File: config.mk
export PLATFORM = sky130hd
export DESIGN_NAME = mips_register_file
export DESIGN_NICKNAME = d
export VERILOG_FILES = /design/src/rtl/mips_register_file_pkg.sv /design/src/rtl/mips_register_file_reg32_cell.sv /design/src/rtl/mips_register_file.sv
export SDC_FILE = /design/constraint.sdc
export NUM_CORES = 2
export LEC_CHECK = 0
export ABC_AREA = 1
export CELL_PAD_IN_SITES_DETAIL_PLACEMENT = 1
export CELL_PAD_IN_SITES_GLOBAL_PLACEMENT = 1
export CORE_MARGIN = 2
export CORE_UTILIZATION = 50
export CTS_CLUSTER_SIZE = 28
export DETAILED_ROUTE_END_ITERATION = 10
export HOLD_SLACK_MARGIN = 0.06
export PLACE_DENSITY = 0.95
export SYNTH_ARGS = -nofsm -noshare
export SYNTH_HDL_FRONTEND = slang
export SYNTH_SLANG_ARGS = --single-unit
File: constraint.sdc
create_clock -name clk -period 2.6 [get_ports clk]
set_input_delay 0.26 -clock clk [delete_from_list [all_inputs] [get_ports clk]]
set_output_delay 0.26 -clock clk [all_outputs]
set_load 0.005 [all_outputs]
File: src/rtl/mips_register_file_pkg.sv
// Shared constants and read-source selection helper for the MIPS register file.
// Register indices and widths used by the datapath around the register file.
package mips_register_file_pkg;

  localparam int         REG_COUNT = 32;
  localparam int         DATA_W    = 32;
  localparam logic [4:0] REG_ZERO  = 5'd0;
  localparam logic [4:0] REG_RA    = 5'd31;

  typedef enum logic [1:0] {
    SRC_ZERO   = 2'd0,
    SRC_BYPASS = 2'd1,
    SRC_STORED = 2'd2
  } rd_src_e;

  // $zero wins over forwarding, forwarding wins over stored contents.
  function automatic rd_src_e rd_src_sel(input logic idx_is_zero, input logic bypass_hit);
    rd_src_e sel;
    if (idx_is_zero) begin
      sel = SRC_ZERO;
    end else if (bypass_hit) begin
      sel = SRC_BYPASS;
    end else begin
      sel = SRC_STORED;
    end
    return sel;
  endfunction

endpackage

File: src/rtl/mips_register_file_reg32_cell.sv
// One architectural register: async active-low clear, synchronous write enable.
module reg32_cell #(
  parameter int DATA_W = 32
) (
  input  logic              clk,
  input  logic              rst_n,
  input  logic              wr_en,
  input  logic [DATA_W-1:0] d,
  output logic [DATA_W-1:0] q
);

  // Storage; an unknown enable leaves the contents intact.
  always_ff @(posedge clk or negedge rst_n) begin
    if (!rst_n) begin
      q <= '0;
    end else if (wr_en === 1'b1) begin
      q <= d;
    end
  end

endmodule

File: src/rtl/mips_register_file.sv
// 32x32 MIPS register file: two combinational read ports with optional
// same-cycle write forwarding, one synchronous write port, $zero hardwired.
module mips_register_file
  import mips_register_file_pkg::*;
#(
  parameter int DATA_W = 32,
  parameter int ADDR_W = 5,
  parameter int BYPASS = 1
) (
  input  logic              clk,
  input  logic              rst_n,
  input  logic [ADDR_W-1:0] read_reg1,
  input  logic [ADDR_W-1:0] read_reg2,
  input  logic [ADDR_W-1:0] write_reg,
  input  logic [DATA_W-1:0] write_data,
  input  logic              reg_write,
  output logic [DATA_W-1:0] read_data1,
  output logic [DATA_W-1:0] read_data2
);

  localparam int   DEPTH  = 2 ** ADDR_W;
  localparam logic BYP_EN = (BYPASS != 0) ? 1'b1 : 1'b0;

  logic [DATA_W-1:0] regs_s [DEPTH];
  logic [DEPTH-1:1]  wr_en_s;
  logic [DATA_W-1:0] mux1_s;
  logic [DATA_W-1:0] mux2_s;
  logic              hit1_s;
  logic              hit2_s;
  rd_src_e           src1_s;
  rd_src_e           src2_s;

  // Write decoder: one-hot on write_reg, qualified by reg_write; index 0 has no cell.
  always_comb begin
    wr_en_s = '0;
    for (int i = 1; i < DEPTH; i++) begin
      wr_en_s[i] = (write_reg == ADDR_W'(i)) & reg_write;
    end
  end

  assign regs_s[0] = '0;

  generate
    for (genvar g = 1; g < DEPTH; g++) begin : g_cell
      reg32_cell #(.DATA_W(DATA_W)) u_cell (
        .clk   (clk),
        .rst_n (rst_n),
        .wr_en (wr_en_s[g]),
        .d     (write_data),
        .q     (regs_s[g])
      );
    end
  endgenerate

  assign mux1_s = regs_s[read_reg1];
  assign mux2_s = regs_s[read_reg2];

  // Forwarding is suppressed during reset so the read ports show zero there.
  assign hit1_s = BYP_EN & rst_n & reg_write & (write_reg == read_reg1);
  assign hit2_s = BYP_EN & rst_n & reg_write & (write_reg == read_reg2);

  assign src1_s = rd_src_sel(read_reg1 == '0, hit1_s);
  assign src2_s = rd_src_sel(read_reg2 == '0, hit2_s);

  // Read port 1 source select.
  always_comb begin
    read_data1 = '0;
    case (src1_s)
      SRC_ZERO:   read_data1 = '0;
      SRC_BYPASS: read_data1 = write_data;
      SRC_STORED: read_data1 = mux1_s;
      default:    read_data1 = '0;
    endcase
  end

  // Read port 2 source select.
  always_comb begin
    read_data2 = '0;
    case (src2_s)
      SRC_ZERO:   read_data2 = '0;
      SRC_BYPASS: read_data2 = write_data;
      SRC_STORED: read_data2 = mux2_s;
      default:    read_data2 = '0;
    endcase
  end

endmodule
==> summary.txt, run 1 <==
outcome -> aborted with a tool error
Stopped at -> global routing (5_1_grt)
Error -> [ERROR GRT-0232] Routing congestion too high. Check the congestion heatmap in the GUI.
Synth top area share -> 44.7%
Mean Syn Cell Area -> 6.86 um^2
Clock Root Buffer -> clkbuf_16
total grt overflow -> 960
Synth Instances -> 8,093
port buffer count -> 113
Die H -> 337 um
Synth Area in Compound Gates -> 9.12%
largest family of logic cells by synthesized area -> simple AND/OR/NAND/NOR gates
clk buf depth -> 3
DP HPWL -> 168,000 um
initial core utilization -> 50.3%
Main synth FF type -> dfrtp_1
total CTS buffers -> 109
Placer Congestion -> 0.938
fraction of registers with async set/reset -> 100%
htree depth -> 3
Synth Area in XOR/XNOR -> 0.0631%
largest net degree at the start of global routing -> 168
Synth cell types -> 27
Worst EP Category -> primary output
mux contribution to synthesized area -> 0%
clock sinks -> 992
EDFF count, synth -> 0
GRT worst endpoint -> read_data2[13]
adder-cell share of the synthesized area -> 0%
syn_nets -> 8,143
Synth Register Bits -> 992
IO Pins -> 114
Overall Global Routing Usage -> 87.6%
Post-DP Area -> 0.0606 mm^2
Yosys warnings -> 0
Cell Rows -> 122
post-synthesis simple-gate area fraction -> 39.7%
Cell Area, Synth -> 0.0555 mm^2
post-synthesis sequential area ratio -> 44.7%
Die W -> 337 um
largest area contributor in the netlist -> dfrtp_1
main area contributors after synthesis -> dfrtp_1 45%, nand2_1 23%, nand3_1 16%
-- metal layers --
layer | overflow | global-route usage [%]
met5 | 6 | 64.5
met4 | 306 | 87.0
met3 | 100 | 80.7
met2 | 469 | 96.0
met1 | 79 | 87.1
-- cell usage after synthesis, types with 4 or more instances --
cell type and count:
or2_2 32, dfrtp_1 992, nor2_2 7, buf_1 53, nand4_1 22, nand2_2 14
nor3_1 25, inv_1 128, inv_2 10, nor2_1 38, o21ai_0 933, o21ai_1 61
buf_2 225, buf_4 7, clkbuf_1 429, nand2_1 3367, nand3_1 1724, xor2_1 4
a21oi_1 11
-- cell families after synthesis --
group	after synthesis
buffers and inverters	856
xor gates and xnor gates	4
DFF	992
AOI/OAI and AO/OA	1008
and+or+nand+nor	5233
-- timing repair --
| item | in CTS |
|---|---|
| pin swaps | 85 |
| setup endpoints to repair | 64 |
| resized for setup | 383 |
| endpoints found under the hold margin | 212 |
| hold buffers | 1 |
| setup buffers | 78 |
| gates cloned | 1 |
-- stage by stage --
stage	setup WS, ns	hold slack [ns]	std cells	utilization, %
4_1_cts	-0.200	0.305	9622	59.7
3_5_place_dp	-0.324	0.284	9346	54.9
3_3_place_gp	-0.231	0.289	9346	54.9
2_1_floorplan	0.958	-0.0356	8093	-
==> run 2, diff against run 1 <==
Settings changed: CELL_PAD_IN_SITES_DETAIL_PLACEMENT 1 to not set, CELL_PAD_IN_SITES_GLOBAL_PLACEMENT 1 to not set, CORE_UTILIZATION 50 to 35, CTS_CLUSTER_SIZE 28 to not set, HOLD_SLACK_MARGIN 0.06 to not set, PLACE_DENSITY 0.95 to not set, PLACE_DENSITY_LB_ADDON set to 0.15.
==> run 2 against run 1 <==
Net effect:
- the flow now finishes without violations
- synthesized cell count unchanged
- area after synthesis did not move
==> summary.txt, run 2 <==
CP max stage delay -> 0.39 ns
Overall Global Routing Usage -> 31.0%
leakage power -> 0.0327 uW
drt drc -> 0
Mean Syn Cell Area -> 6.86 um^2 (unchanged)
Worst-path clk slew -> 0.06 ns
Final period util -> 98.2%
Sw Ratio -> 32.5%
Synth Area in XOR/XNOR -> 0.0631% (unchanged)
clk buf depth -> 3 (unchanged)
Worst-Margin Slew -> 1.13 ns
nets -> 8,342
Final Hold Fails -> 0
final worst slack -> 0.0462 ns
post-synthesis simple-gate area fraction -> 39.7% (unchanged)
Synth Register Bits -> 992 (unchanged)
vias in the first global route -> 55,000
main area contributors after synthesis -> dfrtp_1 45%, nand2_1 23%, nand3_1 16% (unchanged)
Clock Root Buffer -> clkbuf_16 (unchanged)
Cell Area, Synth -> 0.0555 mm^2 (unchanged)
most frequent cells in the layout -> 3,214 x nand2_1, 1,552 x nand3_1, 991 x dfrtp_1
kind of critical path -> flop to output pin
first-pass GRT wire length -> 377,000 um
combinational power share -> 22.6%
mux contribution to synthesized area -> 0% (unchanged)
Placement Setup Slack -> -0.434 ns (was -0.324 ns)
DP HPWL -> 158,000 um (was 168,000 um)
antenna violations before repair -> 2
setup violators final -> 0
antenna-violating nets left -> 0
Data required, critical path -> 2.34 ns
largest delay contributor family on the critical path -> simple AND/OR/NAND/NOR gates
Placer Congestion -> 0.939 (was 0.938)
pwr/cell area -> 699 mW/mm^2
Final min period -> 2.55 ns
Clk Latency, worst-skew pair -> 0.77 ns
Worst EP arrival -> 2.29 ns
Setup crit end kind -> output pin
Final Util -> 44.2%
total grt overflow -> 0
largest family of logic cells by synthesized area -> simple AND/OR/NAND/NOR gates (unchanged)
CTS tree -> done
vias per cell -> 5.58
Synth Instances -> 8,093 (unchanged)
Non-Filler Instances -> 10,500
Core ar. -> 0.158 mm^2
proportion of layout cells with a drive suffix above 1 -> 15.5%
Synth Area in Compound Gates -> 9.12% (unchanged)
post-synthesis sequential area ratio -> 44.7% (unchanged)
f_max -> 392 MHz
Int Pwr -> 33,000 uW
Die H -> 402 um (was 337 um)
Max-slew headroom -> 24.7%
RSZ-0062 raised after global routing -> true
outcome -> completed (was aborted with a tool error)
port buffer count -> 113 (unchanged)
largest area contributor in the netlist -> dfrtp_1 (unchanged)
CP max-delay cell -> dfrtp_1
IO Pins -> 114 (unchanged)
worst hold slack -> 0.0430 ns
final WL -> 255,000 um
clock share of power -> 35.2%
Die W -> 402 um (was 337 um)
routed vias -> 58,400
Seq pwr share -> 42.2%
max reg flops -> 992
count leader, synth -> nand2_1 (unchanged)
initial core utilization -> 35.1% (was 50.3%)
Synth cell types -> 27 (unchanged)
overall power -> 48,800 uW
biggest registers after layout -> g_cell.u_cell.q: 992 flops
Yosys warnings -> 0 (unchanged)
Commonest cells post-synth -> 3,367 x nand2_1, 1,724 x nand3_1, 992 x dfrtp_1, 933 x o21ai_0, 429 x clkbuf_1 (unchanged)
most common cell after layout, fill and taps aside -> nand2_1
adder-cell share of the synthesized area -> 0% (unchanged)
htree depth -> 3 (unchanged)
starting DRC count in detailed routing -> 7,110
critical path fanouts, max -> 2
syn_nets -> 8,143 (unchanged)
worst path bufs/invs -> 2
Area growth syn-to-layout -> 25.8%
maxcap violations -> 0
CP cell instances -> buf_4, nand2_1, nand3_1, nand3_1, nand3_2, nand2_4, nand2_4, nand3_2, nand2_1, dlygate4sd2_1
largest net degree at the start of global routing -> 172
multi-input combinational cell area -> 0.0291 mm^2
DR pass1 iterations -> 6
Setup Skew -> 0 ns
Switching Power -> 15,800 uW
EDFF count, synth -> 0 (unchanged)
dpl cells -> 10,100 (was 9,346)
crit start category -> flop
DR WL/cell -> 24.4 um
Synth top area share -> 44.7% (unchanged)
Die ar. -> 0.162 mm^2
fraction of registers with async set/reset -> 100% (unchanged)
Main synth FF type -> dfrtp_1 (unchanged)
fill cell count -> 16,100
Hold Path Class -> input port to async pin
Top reg by flops -> g_cell.u_cell.q
Max Transition Viols Final -> 0
worst vdd ir -> 0.000566 V
total CTS buffers -> 119 (was 109)
Register Area -> 0.0248 mm^2
Cell Rows -> 146 (was 122)
clock sinks -> 992 (unchanged)
run 2: cell counts after synthesis:
Identical to the previous run, type by type.
run 2: area by class of cell:
cell class	count	share of cell area, %
Multi-Input combinational cell	6245	41.7
Sequential cell	992	35.6
Timing Repair Buffer	795	12.5
Clock buffer	182	5.06
Tap cell	2072	3.71
Inverter	139	0.830
Clock inverter	37	0.624
Antenna cell	1	0.00358
run 2: logic make-up after synthesis:
family          after synthesis
compound gates             1008
xor+xnor                      4
buf+inv                     856
flops                       992
simple gates               5233
run 2: repair_timing:
item	4_1_cts	5_1_grt
setup buffers	93	35
pin swaps	114	85
gates resized for setup	383	148
endpoints found under the hold margin	170	0
cloned	2	0
setup endpoints to repair	64	46
hold buffers	1	0
run 2: worst paths after layout:
kind                                              start                endpoint  slack [ns]  depth (start not counted)
worst max-delay path            g_cell[31].u_cell.q[23]          read_data2[23]        0.05                         10
max in group asynchronous                         rst_n  g_cell[9].u_cell.q[17]        0.60                          5
worst min register to register   g_cell[1].u_cell.q[13]  g_cell[1].u_cell.q[13]        0.50                          2
min in group clk                           write_reg[3]  g_cell[2].u_cell.q[23]        0.41                          7
worst min-delay path                              rst_n  g_cell[6].u_cell.q[26]        0.04                          3
worst max register to register   g_cell[20].u_cell.q[9]  g_cell[20].u_cell.q[9]        1.70                          4
run 2: power by group through the flow:
stage               Clock, uW  Sequential (uW)  Combinational (uW)
CTS                     17400            20500               10700
floorplan                   0            20200                6250
global route            18100            21000               12400
finish                  17200            20600               11100
global placement            0            20800                9800
detailed placement          0            20800                9970
run 2: metrics by stage:
stage / area [um^2] / setup TNS [ns]
detailed placement: 63100 / -9.46
global route: 69800 / -0.0674
global placement: 63100 / -12.62
floorplan: 55500 / 0
finish: 69800 / 0
CTS: 69000 / -1.08
run 2: worst min-delay path, stage by stage:
cell	delay, ns
buf_8	0.08
dlygate4sd3_1	0.60
buf_12	0.24
run 2: routing by layer:
metal  part of all wire, %  vias to the layer above  track usage [%]
met2                    43                     2931             46.4
li1                      -                    26900                -
met3                   9.9                      571             7.01
met5                 0.013                        -                0
met1                    43                    28000             43.3
met4                   4.0                        6             12.0
Note: power is estimated with default switching activity, not from simulation.
